--- src/rtl/id_ex_stage.sv ---
// ID/EX pipeline register: latches decode fields, forwards MEM/WB results onto the
// stored operands, selects ALU B, and inserts one bubble on load-use. Optional perf
// counters are enabled with the ID_EX_PERF_EN macro.
module id_ex_stage #(
  parameter int DW = 32,
  parameter int RW = 5
) (
  input  logic          clk,
  input  logic          reset,
  input  logic          flush,
  input  logic          id_valid,
  output logic          id_ready,
  input  logic [2:0]    id_alu_op,
  input  logic [DW-1:0] id_rs_data,
  input  logic [DW-1:0] id_rt_data,
  input  logic [DW-1:0] id_imm,
  input  logic          id_alu_src,
  input  logic [RW-1:0] id_rs,
  input  logic [RW-1:0] id_rt,
  input  logic [RW-1:0] id_rd,
  input  logic          id_reg_write,
  input  logic          id_mem_read,
  input  logic          id_mem_write,
  input  logic          mem_fwd_en,
  input  logic [RW-1:0] mem_fwd_rd,
  input  logic [DW-1:0] mem_fwd_data,
  input  logic          wb_fwd_en,
  input  logic [RW-1:0] wb_fwd_rd,
  input  logic [DW-1:0] wb_fwd_data,
  input  logic          ex_ready,
  output logic          ex_valid,
  output logic [2:0]    alu_op,
  output logic [DW-1:0] alu_a,
  output logic [DW-1:0] alu_b,
  output logic [DW-1:0] ex_store_data,
  output logic [RW-1:0] ex_rd,
  output logic          ex_reg_write,
  output logic          ex_mem_read,
  output logic          ex_mem_write
`ifdef ID_EX_PERF_EN
  ,
  output logic [31:0]   perf_stall_cnt,
  output logic [31:0]   perf_flush_cnt
`endif
);

  logic          valid_q, valid_d;
  logic [2:0]    alu_op_q, alu_op_d;
  logic [DW-1:0] rs_data_q, rs_data_d;
  logic [DW-1:0] rt_data_q, rt_data_d;
  logic [DW-1:0] imm_q, imm_d;
  logic          alu_src_q, alu_src_d;
  logic [RW-1:0] rs_q, rs_d;
  logic [RW-1:0] rt_q, rt_d;
  logic [RW-1:0] rd_q, rd_d;
  logic          reg_write_q, reg_write_d;
  logic          mem_read_q, mem_read_d;
  logic          mem_write_q, mem_write_d;

  logic          hazard;
  logic          drain;
  logic          capture;
  logic [DW-1:0] rs_fwd, rt_fwd;

  always_comb begin
    hazard   = valid_q & mem_read_q & (rd_q != '0) & id_valid &
               ((rd_q == id_rs) | (rd_q == id_rt));
    drain    = !valid_q | ex_ready;
    id_ready = drain & !hazard;
    capture  = id_valid & id_ready;
  end

  always_comb begin
    valid_d     = valid_q;
    alu_op_d    = alu_op_q;
    rs_data_d   = rs_data_q;
    rt_data_d   = rt_data_q;
    imm_d       = imm_q;
    alu_src_d   = alu_src_q;
    rs_d        = rs_q;
    rt_d        = rt_q;
    rd_d        = rd_q;
    reg_write_d = reg_write_q;
    mem_read_d  = mem_read_q;
    mem_write_d = mem_write_q;
    if (flush) begin
      valid_d     = 1'b0;
      reg_write_d = 1'b0;
      mem_read_d  = 1'b0;
      mem_write_d = 1'b0;
    end else if (capture) begin
      valid_d     = 1'b1;
      alu_op_d    = id_alu_op;
      rs_data_d   = id_rs_data;
      rt_data_d   = id_rt_data;
      imm_d       = id_imm;
      alu_src_d   = id_alu_src;
      rs_d        = id_rs;
      rt_d        = id_rt;
      rd_d        = id_rd;
      reg_write_d = id_reg_write;
      mem_read_d  = id_mem_read;
      mem_write_d = id_mem_write;
    end else if (drain) begin
      // Nothing to take (or load-use hazard): emit a bubble, keep data fields.
      valid_d     = 1'b0;
      reg_write_d = 1'b0;
      mem_read_d  = 1'b0;
      mem_write_d = 1'b0;
    end
  end

  always_ff @(posedge clk) begin
    if (reset) begin
      valid_q     <= 1'b0;
      alu_op_q    <= 3'b010;
      rs_data_q   <= '0;
      rt_data_q   <= '0;
      imm_q       <= '0;
      alu_src_q   <= 1'b0;
      rs_q        <= '0;
      rt_q        <= '0;
      rd_q        <= '0;
      reg_write_q <= 1'b0;
      mem_read_q  <= 1'b0;
      mem_write_q <= 1'b0;
    end else begin
      valid_q     <= valid_d;
      alu_op_q    <= alu_op_d;
      rs_data_q   <= rs_data_d;
      rt_data_q   <= rt_data_d;
      imm_q       <= imm_d;
      alu_src_q   <= alu_src_d;
      rs_q        <= rs_d;
      rt_q        <= rt_d;
      rd_q        <= rd_d;
      reg_write_q <= reg_write_d;
      mem_read_q  <= mem_read_d;
      mem_write_q <= mem_write_d;
    end
  end

  // Forwarding works on the stored indices, so a held instruction keeps tracking newer results.
  always_comb begin
    if (mem_fwd_en && mem_fwd_rd == rs_q && rs_q != '0)     rs_fwd = mem_fwd_data;
    else if (wb_fwd_en && wb_fwd_rd == rs_q && rs_q != '0)  rs_fwd = wb_fwd_data;
    else                                                    rs_fwd = rs_data_q;
    if (mem_fwd_en && mem_fwd_rd == rt_q && rt_q != '0)     rt_fwd = mem_fwd_data;
    else if (wb_fwd_en && wb_fwd_rd == rt_q && rt_q != '0)  rt_fwd = wb_fwd_data;
    else                                                    rt_fwd = rt_data_q;
  end

  assign ex_valid      = valid_q;
  assign alu_op        = alu_op_q;
  assign alu_a         = rs_fwd;
  assign alu_b         = alu_src_q ? imm_q : rt_fwd;
  assign ex_store_data = rt_fwd;
  assign ex_rd         = rd_q;
  assign ex_reg_write  = reg_write_q & valid_q;
  assign ex_mem_read   = mem_read_q & valid_q;
  assign ex_mem_write  = mem_write_q & valid_q;

`ifdef ID_EX_PERF_EN
  logic [31:0] stall_cnt_q, stall_cnt_d;
  logic [31:0] flush_cnt_q, flush_cnt_d;

  always_comb begin
    stall_cnt_d = stall_cnt_q + {31'b0, hazard};
    flush_cnt_d = flush_cnt_q + {31'b0, flush};
  end

  always_ff @(posedge clk) begin
    if (reset) begin
      stall_cnt_q <= '0;
      flush_cnt_q <= '0;
    end else begin
      stall_cnt_q <= stall_cnt_d;
      flush_cnt_q <= flush_cnt_d;
    end
  end

  assign perf_stall_cnt = stall_cnt_q;
  assign perf_flush_cnt = flush_cnt_q;
`endif

endmodule

--- config.mk ---
export PLATFORM = sky130hd
export DESIGN_NAME = id_ex_stage
export DESIGN_NICKNAME = d
export VERILOG_FILES = /design/src/rtl/id_ex_stage.sv
export SDC_FILE = /design/constraint.sdc
export NUM_CORES = 1
export LEC_CHECK = 0
export CAP_MARGIN = 20
export CORE_ASPECT_RATIO = 0.9
export CORE_UTILIZATION = 48
export CTS_BUF_LIST = sky130_fd_sc_hd__clkbuf_16
export CTS_CLUSTER_SIZE = 12
export DETAILED_ROUTE_END_ITERATION = 16
export PLACE_DENSITY = 0.88
export SETUP_SLACK_MARGIN = 0.1
export SYNTH_ARGS = -nofsm -noshare
export SYNTH_HDL_FRONTEND = slang
export SYNTH_SLANG_ARGS = --single-unit
--- constraint.sdc ---
create_clock -name clk -period 3.5 [get_ports clk]
set_input_delay 0.35 -clock clk [delete_from_list [all_inputs] [get_ports clk]]
set_output_delay 0.35 -clock clk [all_outputs]
set_load 0.01 [all_outputs]
==> impl_metrics.tcl, run 1 <==
set metrics [dict create \
    placed_area_mm2 0.0107 \
    cts_num_sinks 119 \
    vias 7427 \
    synth_top_area_frac 0.316 \
    die_area_mm2 0.0162 \
    antenna_found_initial 2 \
    first_pass_iters 5 \
    arrival_ns 2.99 \
    pwr-share-comb 0.222 \
    critPathBufInv 5 \
    yosysSeqAreaShare 0.316 \
    clkPwrFrac 0.422 \
    wire_per_inst_um 18.5 \
    hold_viol 0 \
    power_frac_seq 0.356 \
    swShare 0.259 \
    syn-cell-area_mm2 0.00754 \
    root_buffer "clkbuf_16" \
    drive_gt1_frac 0.101 \
    fin_area_mm2 0.0117 \
    maxCapViolations 0 \
    timing.final.setup_violations 0 \
    synthTopCellsByArea "dfxtp_1 (32%), mux2i_1 (20%), nand2b_1 (19%)" \
    row_count 43 \
    p_switching_mw 1.08 \
    cpMostUsedCell "buf_4" \
    leakage_nw 4.55 \
    synth.distinct_cells 34 \
    fin_crit_sh 0.955 \
    powerDensity_mw_per_mm2 357 \
    synthMostInstantiatedCell "nand2b_1" \
    dr.first_iter.drc_count 404 \
    required_ns 3.15 \
    area_growth_pct 54.7 \
    power.total_mw 4.16 \
    crit_type "reg2out" \
    grt_usage 0.302 \
    synth_ff_type "dfxtp_1" \
    synth_largest_area_cell "dfxtp_1" \
    grt_pass1_vias 7458 \
    slowest_delay_ns 0.58 \
    whs_ns 0.459 \
    htreeDepth 4 \
    vias_per_cell 5.40 \
    synth_commonest_cells "nand2b_1 (228), mux2i_1 (147), dfxtp_1 (119)" \
    clk_latency_ns 0.42 \
    internal_power_mw 3.08 \
    fin_tns_setup_ns 0 \
    synth_area_per_cell_um2 8.75 \
    pin_count 308 \
    regArea_mm2 0.00238 \
    clkTransAtPathRegs_ns 0.06 \
    start_kind "register" \
    tightest_slew_ns 0.987 \
    cts_tree "yes" \
    initial_core_util 0.490 \
    min_path_type "reg2reg" \
    drv_slew 0 \
    ys_warn_count 0 \
    io_buffer_count 307 \
    route.detailed.drc 0 \
    fill_cells 1095 \
    grt_max_degree 115 \
    ant_nets 0 \
    grt_pass1_wl_mm 37.8 \
    status "finished, final reports clean" \
    nets 1359 \
    clock_skew_ns 0.00677 \
    synth_edf_count 0 \
    end_kind "output pin" \
    ys_async_sr_fraction 0 \
    cts-buffers-inserted 17 \
    totalWireLength_mm 25.4 \
    die-height_um 121 \
    coreArea_mm2 0.0154 \
    path_cells "or4_4 -> o211ai_1 -> buf_4 -> buf_4 -> buf_6 -> o21ai_0 -> a31oi_1 -> buf_4 -> clkdlybuf4s50_1" \
    post-dp-hpwl_mm 17.0 \
    overflow 0 \
    syn_nets 1060 \
    synth_seq_cells 119 \
    slew_headroom 0.342 \
    gp_congestion 0.882 \
    syn_inst 861 \
    crit_slowest_cell "or4_4" \
    cpLargestDelayFamily "buffers and inverters" \
    cts.path.max_buffers 2 \
    min_period_ns 3.34 \
    path_max_fanout 8 \
    multi_input_area_mm2 0.00481 \
    die_w_um 134 \
    max_freq_mhz 299 \
    peakVddDrop_mv 0.356 \
    rsz0062_at_grt "true" \
]
==> cells in the final DEF, fill, tap and decap left out, drive strengths merged, types with 2 or more instances in the layout <==
cell type        n
clkinvlp         6
clkinv           5
clkdlybuf4s50  275
clkbuf          18
dfxtp          119
dlygate4sd2      6
nor2             4
mux2i          147
a21oi            2
xor2             4
nand2           34
a32o             3
xnor2           26
or4              3
o211ai           2
dlymetal6s2s    25
nand4            4
nor4             2
nand2b         228
inv              2
or2              2
and2             4
nand3           34
bufinv           3
o21ai           64
mux2            32
a31oi           32
buf             47
nor3            33
o211a            2
==> worst register-to-register path, delay by kind of cell, from the launching register on <==
kind                   cells  cell delay [ns]
DFF                        1             0.36
AOI/OAI and AO/OA          2             0.86
buffers and inverters      1             0.42
muxes                      1             0.39
and+or+nand+nor            1             0.53
==> kinds of logic after synthesis <==
| family | count (synthesis) | synth area share |
|---|---|---|
| AND/OR/NAND/NOR | 349 | 0.268 |
| buffers and inverters | 76 | 0.0548 |
| XOR/XNOR | 30 | 0.0349 |
| flip-flops | 119 | 0.316 |
| multiplexers | 179 | 0.243 |
| AO/OA/AOI/OAI | 108 | 0.0835 |
==> flip-flops by register name, summed over array words and instances, names as in the netlist <==
signal,count
mem_write_q,1
alu_op,3
ex_valid,1
ex_rd,5
reg_write_q,1
mem_read_q,1
alu_src_q,1
imm_q,32
rs_q,5
rs_data_q,32
rt_q,5
rt_data_q,32
==> per-stage QoR <==
stage	utilization	setup WS, ns	instances
2_1_floorplan	-	1.07	861
3_3_place_gp	0.695	0.296	1311
3_5_place_dp	0.695	0.273	1311
4_1_cts	0.744	0.0811	1360
5_1_grt	0.758	0.0502	1376
6_report	0.758	0.158	1376
==> power by group through the flow <==
stage / registers [mW] / clock network (mW) / logic (mW)
2_1_floorplan: 1.49 / 0 / 0.417
3_3_place_gp: 1.51 / 0 / 0.863
3_5_place_dp: 1.51 / 0 / 0.878
4_1_cts: 1.48 / 1.78 / 0.911
5_1_grt: 1.49 / 1.85 / 0.984
6_report: 1.48 / 1.76 / 0.923
==> final timing paths <==
check	start	endpoint	slack, ns	cells past startpoint
max	rt_q[1]	ex_store_data[0]	0.16	9
min	mem_read_q	mem_read_q	0.46	1
max reg2reg	ex_rd[0]	rs_data_q[9]	0.86	5
min reg2reg	mem_read_q	mem_read_q	0.46	1
==> per-layer routing <==
| layer | global-route usage | routed length [um] | vias to the layer above |
|---|---|---|---|
| met5 | 0 | 13 | - |
| met4 | 0.159 | 934 | 2 |
| met3 | 0.0789 | 2040 | 73 |
| met2 | 0.523 | 12400 | 323 |
| met1 | 0.340 | 10100 | 3452 |
| li1 | - | - | 3577 |
==> repair_timing <==
action,4_1_cts,5_1_grt
pin swaps,24,27
buffers inserted,15,14
gates cloned,2,1
hold buffers,0,0
resized for setup,15,33
endpoints found under the setup margin,35,50
==> area by class of cell <==
type	instances	area share
repair buffers	354	0.310
flip-flops and latches	119	0.204
clock inverters	15	0.0140
well taps	202	0.0217
multi-input cells	667	0.413
diodes	1	0.000215
inverters	1	0.000322
clock buffers	17	0.0365
Note: power is estimated with default switching activity, not from simulation.
==> run 2, diff against run 1 <==
CTS_CLUSTER_SIZE = 14   (was 12)
==> results of run 2 <==
Final layout, timing and power as in run 1 (identical DEF).
